--- config.mk ---
export PLATFORM = sky130hd
export DESIGN_NAME = gcd_lcm_unit
export DESIGN_NICKNAME = d
export VERILOG_FILES = /design/src/rtl/gcd_lcm_pkg.sv /design/src/rtl/seq_divmul.sv /design/src/rtl/gcd_lcm_unit.sv
export SDC_FILE = /design/constraint.sdc
export NUM_CORES = 1
export LEC_CHECK = 0
export CORE_ASPECT_RATIO = 1.4
export CORE_MARGIN = 2
export CORE_UTILIZATION = 25
export DETAILED_ROUTE_END_ITERATION = 7
export SLEW_MARGIN = 30
export SYNTH_ARGS = -nofsm -noshare
export SYNTH_HDL_FRONTEND = slang
export SYNTH_SLANG_ARGS = --single-unit
--- constraint.sdc ---
create_clock -name clk -period 15.5 [get_ports clk]
set_clock_uncertainty 0.1 [all_clocks]
set_input_delay 3.1 -clock clk [delete_from_list [all_inputs] [get_ports clk]]
set_output_delay 3.1 -clock clk [all_outputs]
set_load 0.03 [all_outputs]
--- src/rtl/gcd_lcm_pkg.sv ---
// rtl/gcd_lcm_pkg.sv - state codes and opcode constants shared by the GCD/LCM unit
package gcd_lcm_pkg;

  typedef logic [2:0] state_t;

  localparam state_t IDLE  = 3'd0;
  localparam state_t ALIGN = 3'd1;
  localparam state_t LOOP  = 3'd2;
  localparam state_t DIV   = 3'd3;
  localparam state_t MUL   = 3'd4;
  localparam state_t DONE  = 3'd5;

  localparam logic OP_GCD = 1'b0;
  localparam logic OP_LCM = 1'b1;

endpackage

--- src/rtl/seq_divmul.sv ---
// rtl/seq_divmul.sv - WIDTH-cycle restoring divide followed by WIDTH-cycle shift-add multiply
// One {hi,lo} shift pair serves both phases: the quotient left in lo becomes the multiplier.
module seq_divmul #(
  parameter int WIDTH = 32
) (
  input  logic               clk,
  input  logic               reset,
  input  logic               start,
  input  logic [WIDTH-1:0]   dividend,
  input  logic [WIDTH-1:0]   divisor,
  input  logic [WIDTH-1:0]   multiplicand,
  output logic               div_last,
  output logic               mul_last,
  output logic [2*WIDTH-1:0] product
);

  localparam int CNT_W = $clog2(WIDTH);
  localparam logic [CNT_W-1:0] LAST = CNT_W'(WIDTH - 1);

  logic             active_q, active_d;
  logic             mul_q, mul_d;
  logic [CNT_W-1:0] cnt_q, cnt_d;
  logic [WIDTH-1:0] hi_q, hi_d;
  logic [WIDTH-1:0] lo_q, lo_d;
  logic [WIDTH-1:0] dsr_q, dsr_d;
  logic [WIDTH-1:0] mcand_q, mcand_d;

  logic [WIDTH:0]   trial;
  logic [WIDTH:0]   sum;
  logic [WIDTH-1:0] div_hi, div_lo, mul_hi, mul_lo;
  logic             last;

  always_comb begin
    // Partial remainder stays below the divisor, so a borrow shows up in the top bit.
    trial = {hi_q, lo_q[WIDTH-1]} - {1'b0, dsr_q};
    if (trial[WIDTH]) begin
      div_hi = {hi_q[WIDTH-2:0], lo_q[WIDTH-1]};
      div_lo = {lo_q[WIDTH-2:0], 1'b0};
    end else begin
      div_hi = trial[WIDTH-1:0];
      div_lo = {lo_q[WIDTH-2:0], 1'b1};
    end

    sum    = {1'b0, hi_q} + (lo_q[0] ? {1'b0, mcand_q} : '0);
    mul_hi = sum[WIDTH:1];
    mul_lo = {sum[0], lo_q[WIDTH-1:1]};

    last     = active_q && (cnt_q == LAST);
    div_last = last && !mul_q;
    mul_last = last && mul_q;
    product  = {mul_hi, mul_lo};
  end

  always_comb begin
    active_d = active_q;
    mul_d    = mul_q;
    cnt_d    = cnt_q;
    hi_d     = hi_q;
    lo_d     = lo_q;
    dsr_d    = dsr_q;
    mcand_d  = mcand_q;
    if (start) begin
      active_d = 1'b1;
      mul_d    = 1'b0;
      cnt_d    = '0;
      hi_d     = '0;
      lo_d     = dividend;
      dsr_d    = divisor;
      mcand_d  = multiplicand;
    end else if (active_q) begin
      cnt_d = cnt_q + 1'b1;
      if (!mul_q) begin
        hi_d = div_hi;
        lo_d = div_lo;
        if (last) begin
          mul_d = 1'b1;
          hi_d  = '0;
          cnt_d = '0;
        end
      end else begin
        hi_d = mul_hi;
        lo_d = mul_lo;
        if (last) begin
          active_d = 1'b0;
          cnt_d    = '0;
        end
      end
    end
  end

  always_ff @(posedge clk or posedge reset) begin
    if (reset) begin
      active_q <= 1'b0;
      mul_q    <= 1'b0;
      cnt_q    <= '0;
      hi_q     <= '0;
      lo_q     <= '0;
      dsr_q    <= '0;
      mcand_q  <= '0;
    end else begin
      active_q <= active_d;
      mul_q    <= mul_d;
      cnt_q    <= cnt_d;
      hi_q     <= hi_d;
      lo_q     <= lo_d;
      dsr_q    <= dsr_d;
      mcand_q  <= mcand_d;
    end
  end

endmodule

--- src/rtl/gcd_lcm_unit.sv ---
// rtl/gcd_lcm_unit.sv - multi-cycle binary-GCD / LCM coprocessor with busy/done handshake
module gcd_lcm_unit
  import gcd_lcm_pkg::*;
#(
  parameter int WIDTH = 32
) (
  input  logic             clk,
  input  logic             reset,
  input  logic             start,
  input  logic             op_lcm,
  input  logic [WIDTH-1:0] a,
  input  logic [WIDTH-1:0] b,
  output logic             busy,
  output logic             done,
  output logic [WIDTH-1:0] result,
  output logic             overflow
);

  localparam int K_W = $clog2(WIDTH);

  state_t           state_q, state_d;
  logic             op_q, op_d;
  logic [WIDTH-1:0] a_q, a_d;
  logic [WIDTH-1:0] b_q, b_d;
  logic [WIDTH-1:0] u_q, u_d;
  logic [WIDTH-1:0] v_q, v_d;
  logic [K_W-1:0]   k_q, k_d;
  logic [WIDTH-1:0] result_q, result_d;
  logic             overflow_q, overflow_d;

  logic [WIDTH-1:0]   g;
  logic               div_start, div_last, mul_last;
  logic [2*WIDTH-1:0] product;

  assign g = v_q << k_q;

  seq_divmul #(.WIDTH(WIDTH)) u_divmul (
    .clk          (clk),
    .reset        (reset),
    .start        (div_start),
    .dividend     (a_q),
    .divisor      (g),
    .multiplicand (b_q),
    .div_last     (div_last),
    .mul_last     (mul_last),
    .product      (product)
  );

  always_comb begin
    state_d    = state_q;
    op_d       = op_q;
    a_d        = a_q;
    b_d        = b_q;
    u_d        = u_q;
    v_d        = v_q;
    k_d        = k_q;
    result_d   = result_q;
    overflow_d = overflow_q;
    div_start  = 1'b0;
    case (state_q)
      IDLE: begin
        if (start) begin
          op_d = op_lcm;
          a_d  = a;
          b_d  = b;
          u_d  = a;
          v_d  = b;
          k_d  = '0;
          if ((a == '0) || (b == '0)) begin
            result_d   = (op_lcm == OP_LCM) ? '0 : (a | b);
            overflow_d = 1'b0;
            state_d    = DONE;
          end else begin
            state_d = ALIGN;
          end
        end
      end
      ALIGN: begin
        if (!u_q[0] && !v_q[0]) begin
          u_d = u_q >> 1;
          v_d = v_q >> 1;
          k_d = k_q + 1'b1;
        end else begin
          state_d = LOOP;
        end
      end
      LOOP: begin
        if (u_q == '0) begin
          if (op_q == OP_LCM) begin
            div_start = 1'b1;
            state_d   = DIV;
          end else begin
            result_d   = g;
            overflow_d = 1'b0;
            state_d    = DONE;
          end
        end else if (!u_q[0]) begin
          u_d = u_q >> 1;
        end else if (!v_q[0]) begin
          v_d = v_q >> 1;
        end else if (u_q >= v_q) begin
          u_d = u_q - v_q;
        end else begin
          v_d = v_q - u_q;
        end
      end
      DIV: begin
        if (div_last) state_d = MUL;
      end
      MUL: begin
        if (mul_last) begin
          result_d   = product[WIDTH-1:0];
          overflow_d = |product[2*WIDTH-1:WIDTH];
          state_d    = DONE;
        end
      end
      DONE:    state_d = IDLE;
      default: state_d = IDLE;
    endcase
  end

  always_ff @(posedge clk or posedge reset) begin
    if (reset) begin
      state_q    <= IDLE;
      op_q       <= OP_GCD;
      a_q        <= '0;
      b_q        <= '0;
      u_q        <= '0;
      v_q        <= '0;
      k_q        <= '0;
      result_q   <= '0;
      overflow_q <= 1'b0;
    end else begin
      state_q    <= state_d;
      op_q       <= op_d;
      a_q        <= a_d;
      b_q        <= b_d;
      u_q        <= u_d;
      v_q        <= v_d;
      k_q        <= k_d;
      result_q   <= result_d;
      overflow_q <= overflow_d;
    end
  end

  assign busy     = (state_q != IDLE) && (state_q != DONE);
  assign done     = (state_q == DONE);
  assign result   = result_q;
  assign overflow = overflow_q;

endmodule

==> flow_summary_export.csv <==
group,metric,value,unit
setup_path,cp_cell_sequence,"clkdlybuf4s50_1 > nor4_1 > nand4_1 > nor2_1 > o31ai_1 > a211oi_4 > buf_4 > o2111ai_1 > o21a_1",
clock_network,cts_root_buffer,"clkbuf_16",
synthesis,synth_flop_cell,"dfrtp_1",
detailed_routing,drc,0,
synthesis,synth_cell_type_count,81,
global_routing,grt_pass1_wl,135000,um
pwr,p_sw,2.55,mW
setup_path,worstPathRequired,15.87,ns
sta,rsz0062_at_grt,"no",
setup_path,slowest_stage,"nor4_1",
finish,fillers,9795,
pwr,netSwitchingFraction,0.498,
setup_path,reg2reg_depth,12,
detailed_routing,vias_per_cell,5.44,
sta,report.final.setup_viol,0,
synthesis,synth_warnings,0,
setup_path,critical_path.max_stage_delay,0.64,ns
status,status,"complete, no violations",
synthesis,synth_top_area_share,0.327,
pwr,p_comb_frac,0.586,
detailed_routing,wl_per_cell,22.1,um
synthesis,syn_inst,2802,
clock_network,cts_max_level,1,
placement,hpwl,68900,um
clock_network,clk_pin_slew,0.07,ns
worst_hold_path,min_path_type,"reg -> reg",
sta,fin_hold_ws,0.360,ns
floorplanning,fp-row-count,132,
pwr,clock_power_share,0.151,
worst_hold_path,hold_depth,2,
synthesis,postSynth.asyncResetShare,1.00,
setup_path,critPathBufInv,2,
finish,area_delta_synth_final,13.9,%
detailed_routing,drt_iter0_markers,2355,
clock_network,cts_tree,"built",
finish,final_layout_size_suffix_gt1_frac,0.0797,
setup_path,crit_cells,9,
detailed_routing,drt_first_pass_iters,8,
setup_path,crit_path_start_kind,"input pin",
floorplanning,dieArea,95900,um^2
sta,worst_slew_pin_slew,1.09,ns
detailed_routing,ant_nets,0,
floorplanning,coreArea,92500,um^2
synthesis,syn_area,23400,um^2
pwr,seqPwrFrac,0.263,
setup_path,endpoint_kind,"flip-flop",
floorplanning,start_util,0.253,
clock_network,cts_hold_buffers,0,
synthesis,ys_ff_latch,305,
sta,timing.final.crit_share,0.390,
global_routing,grt_pass1_vias,21700,
pwr,leakagePower,11.2,nW
global_routing,track_usage,0.181,
synthesis,synth.most_common_cell,"nand2_1",
global_routing,grt_start_max_net_pins,139,
pwr,powerDensity,192,nW/um^2
sta,slew_viol_final,0,
placement,routabilityCongestion,0.996,
pwr,internal_power,2.56,mW
clock_network,cts_buffers,29,
floorplanning,io_pins,103,
sta,slew_headroom,0.269,
synthesis,yosysTopAreaCell,"dfrtp_1",
synthesis,synth_common_cells,"nand2_1, dfrtp_1, o21ai_0, a21oi_1, nor2_1",
sta,fin_setup_tns,0,ns
clock_network,clockBufferDepth,3,
synthesis,syn_avg_cell_area,8.34,um^2
global_routing,grt-ovfl-total,0,
detailed_routing,vias,21800,
global_routing,antenna_found_initial,6,
pwr,p_total,5.11,mW
detailed_routing,totalWireLength,88800,um
setup_path,critical_path_class,"in -> reg",
clock_network,clkSinkCount,305,
clock_network,insertion_delay,0.59,ns
synthesis,synthTopCellsByArea,"dfrtp_1, ha_1, nand2_1, o21ai_0, mux2_2",
job,maxCapViolations,0,
setup_path,cp_top_family,"simple AND/OR/NAND/NOR gates",
sta,fmax,166,MHz
finish,num_antenna_cells,0,
clock_network,cts.repair.resized,0,
floorplanning,die_h,366,um
placement,dp_slack,8.94,ns
synthesis,synth_nets,3006,
pwr,vdd_drop_max,0.000129,V
setup_path,arrival,6.41,ns
sta,setup_ws,9.46,ns
synthesis,synth-edff-count,0,
setup_path,worstPathMaxFanout,65,
finish,nNetsFinal,2994,
sta,post-route-min-period,6.04,ns
sta,finalHoldViolations,0,
clock_network,cts_setup_buffers,0,
finish,fin_util,0.288,
placement,port_buffers,102,
floorplanning,die_w,262,um
synthesis,seq_area_frac_synth,0.327,
==> final cells by class <==
type | count | area (um^2) | share of cell area
multi-input cells | 2176 | 14600 | 0.548
clock inverters | 16 | 205 | 0.00771
well taps | 1206 | 1510 | 0.0567
repair buffers | 136 | 1330 | 0.0501
flip-flops and latches | 305 | 7640 | 0.287
inverters | 142 | 541 | 0.0203
clock buffers | 37 | 796 | 0.0299
==> layer usage <==
metal	part of all wire	vias up	GRT usage
met5	0	-	0
met4	0.085	0	0.136
met3	0.052	308	0.0189
met2	0.49	924	0.321
met1	0.37	10500	0.200
li1	-	10200	-
==> stage by stage <==
step                instance area, um^2  std cells
floorplan                         23400       2802
global placement                  25500       3963
detailed placement                25600       3965
CTS                               26600       4018
global route                      26600       4018
finish                            26600       4018
==> path summary, 6_finish.rpt <==
path                                                        end  slack (ns)          startpoint
worst max-delay path                      result[6]$_DFFE_PP0P_        9.46                b[1]
worst min-delay path            u_divmul.mcand_q[0]$_DFFE_PP0P_        0.36  b_q[0]$_DFFE_PP0P_
worst max register to register              v_q[28]$_DFFE_PP0P_       10.36  u_q[0]$_DFFE_PP0P_
worst min register to register  u_divmul.mcand_q[0]$_DFFE_PP0P_        0.36  b_q[0]$_DFFE_PP0P_
max in group asynchronous                    k_q[1]$_DFFE_PP0P_       10.39               reset
min in group asynchronous                 result[1]$_DFFE_PP0P_        2.95               reset
==> worst register-to-register path: stages, from the launching register on <==
cell      delay, ns
dfrtp_1        0.62
inv_1          0.23
ha_1           0.32
fa_1           0.42
nor2b_1        0.16
o31a_1         0.20
o31ai_1        0.13
a21oi_1        0.52
o22ai_1        0.31
a211oi_2       0.95
nor2_2         0.43
a222oi_1       0.44
o21ai_0        0.15
==> flip-flops by register name (all words and copies together), names as in the netlist <==
signal             flops
b_q                   32
k_q                    5
u_divmul.mcand_q      32
overflow               1
state_q                3
op_q                   1
u_q                   32
a_q                   32
result                32
u_divmul.cnt_q         5
u_divmul.mul_q         1
u_divmul.dsr_q        32
u_divmul.active_q      1
u_divmul.lo_q         32
u_divmul.hi_q         32
v_q                   32
==> cell families (layout without fill, tap and decap cells) <==
kind of cell    count (synthesis)  in the layout  synth area share
compound gates                909            909             0.255
xor+xnor                       97             97            0.0364
fa+ha+maj                     136            136            0.0741
buf+inv                       321            331            0.0530
flops                         305            305             0.327
mux                           179            179            0.0890
simple gates                  855            855             0.166
==> cells in the final DEF, fill, tap and decap left out, drive strengths merged, types with 18 or more instances in the layout <==
master,netlist,routed
clkdlybuf4s50,0,102
ha,132,132
and3,19,19
inv,140,141
o22ai,25,25
xor2,33,33
nor4,32,32
xnor2,64,64
buf,27,34
a41oi,24,24
or3,24,24
a22oi,18,18
nand3,36,36
a222oi,52,52
nand2,414,414
dfrtp,305,305
o211ai,22,22
a211oi,19,19
a21o,79,79
a21oi,174,174
nor2b,20,20
o21a,25,25
o21ai,310,310
nor2,162,162
nor3,25,25
and2,49,49
nand4,23,23
mux2,90,90
mux2i,75,75
clkbuf,152,37
a31oi,20,20
==> power by group through the flow <==
stage / combinational [mW] / clock, mW / sequential [mW]
global route: 3.23 / 0.811 / 1.36
global placement: 2.90 / 0 / 1.35
detailed placement: 2.92 / 0 / 1.34
finish: 2.99 / 0.773 / 1.34
floorplan: 1.97 / 0 / 1.24
CTS: 2.93 / 0.783 / 1.33
Power figures use the tool's default switching activity.
